**src/rtl/pipe_pkg.sv**
```systemverilog
// pipe_pkg
// Shared definitions for the elastic pipeline stage registers.
//   - pipe_state_t : occupancy state of a stage register
//                    (EMPTY = nothing held, BUSY = main register full,
//                     FULL = main and skid registers both full)
//   - per-boundary control/payload widths and bubble control values
//     for the IF/ID, ID/EX, EX/MEM and MEM/WB instances.
package pipe_pkg;

  typedef enum logic [1:0] {
    EMPTY = 2'd0,
    BUSY  = 2'd1,
    FULL  = 2'd2
  } pipe_state_t;

  // Control bundle widths per stage boundary
  localparam int IF_ID_CTRL_W  = 10;
  localparam int ID_EX_CTRL_W  = 10;
  localparam int EX_MEM_CTRL_W = 10;
  localparam int MEM_WB_CTRL_W = 10;

  // Payload widths per stage boundary
  localparam int IF_ID_DATA_W  = 123;
  localparam int ID_EX_DATA_W  = 123;
  localparam int EX_MEM_DATA_W = 123;
  localparam int MEM_WB_DATA_W = 123;

  // Bubble control values: all-zero control means no regfile write and
  // no memory write, so a bubble is architecturally inert.
  localparam logic [IF_ID_CTRL_W-1:0]  IF_ID_CTRL_BUBBLE  = '0;
  localparam logic [ID_EX_CTRL_W-1:0]  ID_EX_CTRL_BUBBLE  = '0;
  localparam logic [EX_MEM_CTRL_W-1:0] EX_MEM_CTRL_BUBBLE = '0;
  localparam logic [MEM_WB_CTRL_W-1:0] MEM_WB_CTRL_BUBBLE = '0;

  // Default counter width for the performance counters
  localparam int PIPE_CNT_W = 16;

endpackage

```
**src/rtl/pipe_sat_cnt.sv**
```systemverilog
// pipe_sat_cnt
// Saturating up-counter used by the pipeline performance counters.
// The count stops at all-ones instead of wrapping.
// Ports:
//   clk   : clock, counts on rising edge
//   rst   : asynchronous active-high reset, clears the count
//   en    : count enable
//   count : current count value (CNT_W bits)
module pipe_sat_cnt #(
  parameter int CNT_W = 16
) (
  input  logic             clk,
  input  logic             rst,
  input  logic             en,
  output logic [CNT_W-1:0] count
);

  // Increment while enabled, but freeze once every bit is set
  always_ff @(posedge clk or posedge rst) begin
    if (rst) begin
      count <= '0;
    end else if (en && (count != {CNT_W{1'b1}})) begin
      count <= count + 1'b1;
    end
  end

endmodule

```
**src/rtl/pipe_stage_reg.sv**
```systemverilog
// pipe_stage_reg
// Elastic pipeline register between two processor stages. Carries a
// control bundle and a payload with a valid/ready handshake, honours
// downstream back-pressure, supports a synchronous flush that turns the
// stage into a bubble, and counts back-pressured cycles.
//
// Build option (macro PIPE_SKID_EN):
//   defined   : main + skid register, in_ready is a flop output so no
//               combinational ready path runs from out_ready to in_ready.
//   undefined : main register only, in_ready = !out_valid | out_ready.
//
// Ports:
//   clk       : clock
//   rst       : asynchronous active-high reset
//   flush     : synchronous kill of stage contents
//   in_valid  : upstream item valid
//   in_ready  : stage can accept an item
//   in_ctrl   : upstream control bundle (CTRL_W)
//   in_data   : upstream payload (DATA_W)
//   out_valid : out_ctrl/out_data hold a valid item
//   out_ready : downstream accepts this cycle
//   out_ctrl  : registered control, CTRL_BUBBLE while out_valid=0
//   out_data  : registered payload, holds last value while out_valid=0
//   stall_cnt : saturating count of cycles with out_valid & !out_ready
module pipe_stage_reg
  import pipe_pkg::*;
#(
  parameter int                 CTRL_W      = 10,
  parameter int                 DATA_W      = 123,
  parameter logic [CTRL_W-1:0]  CTRL_BUBBLE = '0,
  parameter int                 CNT_W       = 16
) (
  input  logic              clk,
  input  logic              rst,
  input  logic              flush,
  input  logic              in_valid,
  output logic              in_ready,
  input  logic [CTRL_W-1:0] in_ctrl,
  input  logic [DATA_W-1:0] in_data,
  output logic              out_valid,
  input  logic              out_ready,
  output logic [CTRL_W-1:0] out_ctrl,
  output logic [DATA_W-1:0] out_data,
  output logic [CNT_W-1:0]  stall_cnt
);

  pipe_state_t       state;
  pipe_state_t       state_nxt;
  logic [CTRL_W-1:0] main_ctrl;
  logic [DATA_W-1:0] main_data;
  logic [CTRL_W-1:0] ctrl_nxt;
  logic [DATA_W-1:0] data_nxt;
  logic              in_xfer;
  logic              load_main_in;

  assign in_xfer  = in_valid & in_ready;
  assign out_ctrl = main_ctrl;
  assign out_data = main_data;

`ifdef PIPE_SKID_EN

  logic [CTRL_W-1:0] skid_ctrl;
  logic [DATA_W-1:0] skid_data;
  logic              load_main_skid;
  logic              load_skid;

  // Next-state logic for the two-entry stage. Flush wins over every
  // other event; the skid entry only ever refills the main register.
  always_comb begin
    state_nxt      = state;
    load_main_in   = 1'b0;
    load_main_skid = 1'b0;
    load_skid      = 1'b0;
    if (flush) begin
      state_nxt = EMPTY;
    end else begin
      case (state)
        EMPTY: begin
          if (in_valid) begin
            state_nxt    = BUSY;
            load_main_in = 1'b1;
          end
        end
        BUSY: begin
          if (in_xfer && out_ready) begin
            load_main_in = 1'b1;
          end else if (in_xfer) begin
            state_nxt = FULL;
            load_skid = 1'b1;
          end else if (out_ready) begin
            state_nxt = EMPTY;
          end
        end
        FULL: begin
          if (out_ready) begin
            state_nxt      = BUSY;
            load_main_skid = 1'b1;
          end
        end
        default: state_nxt = EMPTY;
      endcase
    end
  end

  // Main register source selection: fresh input, or the parked skid item
  always_comb begin
    data_nxt = main_data;
    if (load_main_in) begin
      data_nxt = in_data;
    end else if (load_main_skid) begin
      data_nxt = skid_data;
    end
  end

  // Control follows the same selection, but an empty stage shows a bubble
  always_comb begin
    ctrl_nxt = main_ctrl;
    if (state_nxt == EMPTY) begin
      ctrl_nxt = CTRL_BUBBLE;
    end else if (load_main_in) begin
      ctrl_nxt = in_ctrl;
    end else if (load_main_skid) begin
      ctrl_nxt = skid_ctrl;
    end
  end

  // Skid register and registered ready; ready is precomputed from the
  // next state so it never depends combinationally on out_ready.
  always_ff @(posedge clk or posedge rst) begin
    if (rst) begin
      skid_ctrl <= '0;
      skid_data <= '0;
      in_ready  <= 1'b1;
    end else begin
      if (load_skid) begin
        skid_ctrl <= in_ctrl;
        skid_data <= in_data;
      end
      in_ready <= (state_nxt != FULL);
    end
  end

`else

  // Single-entry stage: accept whenever the held item leaves this cycle
  // or there is none.
  assign in_ready = ~out_valid | out_ready;

  // Next-state logic without a skid entry; FULL is never reached.
  always_comb begin
    state_nxt    = state;
    load_main_in = 1'b0;
    if (flush) begin
      state_nxt = EMPTY;
    end else if (in_xfer) begin
      state_nxt    = BUSY;
      load_main_in = 1'b1;
    end else if (out_ready) begin
      state_nxt = EMPTY;
    end
  end

  // Main register loads only from the input; otherwise it holds
  always_comb begin
    data_nxt = main_data;
    if (load_main_in) begin
      data_nxt = in_data;
    end
  end

  // Control mirrors the data path, with a bubble whenever empty
  always_comb begin
    ctrl_nxt = main_ctrl;
    if (state_nxt == EMPTY) begin
      ctrl_nxt = CTRL_BUBBLE;
    end else if (load_main_in) begin
      ctrl_nxt = in_ctrl;
    end
  end

`endif

  // State and main register; out_valid is a flop copy of occupancy
  always_ff @(posedge clk or posedge rst) begin
    if (rst) begin
      state     <= EMPTY;
      out_valid <= 1'b0;
      main_ctrl <= CTRL_BUBBLE;
      main_data <= '0;
    end else begin
      state     <= state_nxt;
      out_valid <= (state_nxt != EMPTY);
      main_ctrl <= ctrl_nxt;
      main_data <= data_nxt;
    end
  end

  // Back-pressure counter, flush cycles included
  pipe_sat_cnt #(
    .CNT_W(CNT_W)
  ) u_stall_cnt (
    .clk  (clk),
    .rst  (rst),
    .en   (out_valid & ~out_ready),
    .count(stall_cnt)
  );

endmodule

```
**config.mk**
```make
export PLATFORM = sky130hd
export DESIGN_NAME = pipe_stage_reg
export DESIGN_NICKNAME = d
export VERILOG_FILES = /design/src/rtl/pipe_pkg.sv /design/src/rtl/pipe_sat_cnt.sv /design/src/rtl/pipe_stage_reg.sv
export SDC_FILE = /design/constraint.sdc
export NUM_CORES = 1
export LEC_CHECK = 0
export ABC_AREA = 1
export CORE_ASPECT_RATIO = 0.7
export CORE_MARGIN = 5
export CORE_UTILIZATION = 41
export CTS_CLUSTER_DIAMETER = 80
export DETAILED_ROUTE_END_ITERATION = 16
export GPL_TIMING_DRIVEN = 0
export PLACE_DENSITY = 0.78
export SETUP_SLACK_MARGIN = 0.2
export SYNTH_ARGS = -nofsm -noshare
export SYNTH_HDL_FRONTEND = slang
export SYNTH_SLANG_ARGS = --single-unit
export TNS_END_PERCENT = 1
```
**constraint.sdc**
```tcl
create_clock -name clk -period 8.5 [get_ports clk]
set_clock_uncertainty 0.1 [all_clocks]
set_input_delay 2.55 -clock clk [delete_from_list [all_inputs] [get_ports clk]]
set_output_delay 2.55 -clock clk [all_outputs]
set_load 0.02 [all_outputs]
```
Word level (Yosys, flattened, before mapping) --
Cells that the tools add are included.
Operators by class: $add $sub $neg 1, eq/ne operators 1, muxes and demuxes 7, bitwise operators 5, reductions and logical operators 4
Operators by type and width (count):
- two-way mux 10 bit | 2
- adder 16 x 1 -> 16 bit, second input constant | 1
- inequality test 16 bit, second input constant | 1
- two-way mux 2 bit | 3
- nonzero test 2 bit | 2
- AND 1 bit | 2
- zero test 2 bit | 1
- two-way mux 1 bit | 2
- inverter 1 bit | 2
- logical AND 1 bit | 1
- OR 1 bit | 1
Word-level totals: register bits after elaboration 152, input bits 138, output and inout bits 151, logic and storage cells 23

Longest topological paths before layout --
depth in word-level cells 7, mapped depth 10, depth with buffers taken out 8

By module --
A second synthesis with hierarchy kept.
Unflattened totals: cells, all modules 730, area, all modules 6299.8 µm²
Modules (own cells, without submodules):
- pipe_stage_reg | instances 1, cells an instance 580, area an instance 5230.0 µm², sequential area each 3403.3 µm²
- pipe_sat_cnt | instances 1, cells an instance 150, area an instance 1069.8 µm², sequential area each 400.4 µm²

Least setup slack after synthesis --
OpenSTA, ideal clock, no wires.
path kind in2out, start point input out_ready, end point output in_ready, arrival 2705 ps, data required time 5850 ps, path slack 3145 ps, stages on the path 2, path buffers 0, cells stage by stage inv_2 -> nand2_4
Between the ends: word-level cells in the longest chain between the ends 1
Ends and longest elaborated chain:
- start, declared | line pipe_stage_reg.sv:41 | input logic out_ready,
- OR 1 bit | line pipe_stage_reg.sv:147 | assign in_ready = ~out_valid | out_ready;
- end, declared | line pipe_stage_reg.sv:37 | output logic in_ready,
No other way between the ends.

Worst setup path after layout --
Ends and elaborated chain as after synthesis.

==> summary.md <==
| Metric | Value |
|---|---|
| Cell Area, Synth | 6130 um^2 |
| Final HPWL DP | 14.0 mm |
| RSZ-0062 raised after global routing | no |
| Largest net degree at the start of global routing | 85 |
| Sw Pwr | 0.679 mW |
| Syn Inst Count | 720 |
| Reg clk slew, reported paths | 0.07 ns |
| Status | complete, no violations |
| Sink Count | 152 |
| Post-CTS setup repair buffer count | 0 |
| Hold path start | out_data[8] |
| Mean cell area of the mapped netlist | 8.51 um^2 |
| Initial antenna violation count | 0 |
| WL met2 | 8.90 mm |
| Root buf cell | clkbuf_16 |
| H-tree Lvls | 4 |
| Number of port buffers | 288 |
| Period Utilization, post-route | 76.0% |
| Top Metal Used | met4 |
| Cts bufs inserted | 17 |
| EDFF count, synth | 0 |
| WS Path Type | primary input to output port |
| Wl on met1 | 7.70 mm |
| Worst Setup Start Kind | primary input |
| Share of cells above drive strength 1 | 6.53% |
| DR pass1 iterations | 6 |
| Fin util | 67.0% |
| Core area | 14700 um^2 |
| Yosys reg bits | 152 |
| Multi-input gate area | 2060 um^2 |
| IO Pins | 289 |
| Fmax | 155 MHz |
| Die X-Extent | 156 um |
| Register area | 3800 um^2 |
| Area grow syn2layout | 60.5% |
| Post-DRT Antenna Nets | 0 |
| Comb power frac | 26.7% |
| Final WL | 18.7 mm |
| Layout fillers | 1156 |
| Gr ovfl total | 0 |
| Switching Share | 31.4% |
| Required @ worst endpoint | 5.85 ns |
| Row count | 37 |
| Seq/Total Area, Yosys | 62.1% |
| Total GRT Usage | 21.5% |
| Wire length per cell | 15.1 um |
| Post-layout nets | 1167 |
| Yosys warnings | 0 |
| First-pass GRT wire length | 29.9 mm |
| Final WS setup | 2.04 ns |
| Drt via density | 4.60 |
| Vias in the first global route | 5814 |
| Power density cells | 220 nW/um^2 |
| Die Y-Extent | 112 um |
| Initial DRC Count | 376 |
| ANT cells | 0 |
| CTS tree | done |
| Worst skew pair latency | 0.41 ns |
| Worst vdd ir | 0.149 mV |
| Crit path from | out_ready |
| Placer Congestion | 0.809 |
| Max transition margin | 48.7% |
| Primary FF master, synth | dfrtp_1 |
| Vias | 5683 |
| Worst slew pin tran | 0.770 ns |
| Design Power | 2.16 mW |
| Final Hold Fails | 0 |
| Final min period | 6.46 ns |
| Initial Utilization | 41.7% |
| Crit path max fanout | 8 |
| Pleak | 4.82 nW |
| Final Slew Violations | 0 |
| CTS resizes | 0 |
| Clock Path Buffers | 2 |
| Hold Crit Class | flop to flop |
| Synth Net Count | 859 |
| P_int | 1.48 mW |
| Critical Path AT | 3.81 ns |
| Max cap viols | 0 |
| Launch point of the worst reg-to-reg path | u_stall_cnt.count[0] |
| Met3 wire length | 1.76 mm |
| FFs w/ async S/R, synth | 100% |
| Setup WS pre-CTS | 2.04 ns |
| Reg power frac | 41.2% |
| Die area | 17500 um^2 |
| Final setup violation count | 0 |
| Drc violations | 0 |
| Distinct cells, synth | 24 |
| CTS Hold Buffers Added | 0 |
| Worst Setup End Kind | output port |
| Clock power frac | 32.1% |
cells by family (layout without fill, tap and decap cells):
logic type                 after synthesis  after routing  synth area share, %
and+or+nand+nor                        501            501                 32.1
buffers and inverters                   52            373                 4.21
adders and majority gates                1              1                0.204
DFF                                    152            152                 62.1
xor gates and xnor gates                 3              3                0.429
AOI/OAI and AO/OA                       11             11                0.919
per-stage QoR:
step                      hold slack (ns)  TNS, ns  cell area, um^2  cells
after CTS                           0.381        0             9830   1236
after floorplan                     0.395        0             6130    720
after global routing                0.390        0             9830   1236
after global placement              0.361   -61.12             9250   1203
after detailed placement            0.364        0             9290   1204
final                               0.376        0             9830   1236
power by group through the flow:
stage / combinational (mW) / sequential (mW) / clock, mW
6_report: 0.576 / 0.892 / 0.695
2_1_floorplan: 0.131 / 1.02 / 0
4_1_cts: 0.584 / 0.891 / 0.710
5_1_grt: 0.620 / 0.907 / 0.746
3_5_place_dp: 0.583 / 0.899 / 0
3_3_place_gp: 0.573 / 0.899 / 0
synth_stat cells, drive strengths merged (2+ instances only):
cell,n,area share [%]
dfrtp,152,62
nand3b,3,0.37
nand3,20,1.6
nor2,23,1.7
clkbuf,6,0.37
xor2,2,0.29
nor3,2,0.16
o21ai,7,0.57
nand4,6,0.61
nand2,447,28
inv,23,1.4
a21oi,3,0.25
buf,23,2.4
area by class of cell:
cell class	count	share of cell area, %
Sequential cell	152	38.7
Timing Repair Buffer	289	29.6
Multi-Input combinational cell	516	21.0
Clock buffer	17	4.33
Tap cell	195	2.48
Buffer	29	1.74
Clock inverter	15	1.21
Inverter	23	0.929
cell usage in the layout (no fill, tap or decap):
cell	netlist	final
a21oi_1	3	3
a31oi_1	1	1
buf_16	0	1
buf_2	14	14
buf_4	6	6
buf_6	3	3
clkbuf_1	6	6
clkbuf_16	0	17
clkdlybuf4s50_1	0	288
clkinv_2	0	2
clkinv_4	0	1
clkinvlp_4	0	6
dfrtp_1	152	152
ha_1	1	1
inv_1	20	19
inv_2	3	3
inv_6	0	6
inv_8	0	1
nand2_1	443	443
nand2_2	2	2
nand2_4	2	2
nand3_1	20	20
nand3b_1	3	3
nand4_1	6	6
nor2_1	19	19
nor2_2	3	3
nor2_4	1	1
nor3_1	2	2
o21ai_0	5	5
o21ai_1	2	2
xnor2_1	1	1
xor2_1	2	2
path summary, 6_finish.rpt:
kind	end	slack, ns	cells after the start
max in group asynchronous	u_stall_cnt.count[4]	4.97	3
setup reg to reg	u_stall_cnt.count[14]	6.71	8
hold / removal	out_data[8]	0.38	2
hold reg to reg	out_data[8]	0.38	2
setup / recovery	in_ready	2.04	4
min in group asynchronous	out_data[64]	2.54	2
flip-flops by register name, summed over array words and instances (netlist names):
signal and count:
out_ctrl 10, out_data 123, out_valid 1, state 2, u_stall_cnt.count 16
layer usage:
metal | vias up | track usage, %
met5 | - | 0
met4 | 0 | 6.71
met3 | 27 | 8.25
met2 | 197 | 34.7
met1 | 2644 | 26.8
li1 | 2815 | -
critical path, stage by stage:
cell,delay (ns)
clkdlybuf4s50_1,0.47
inv_2,0.06
nand2_4,0.10
clkdlybuf4s50_1,0.63
(Power assumes the default switching activity.)
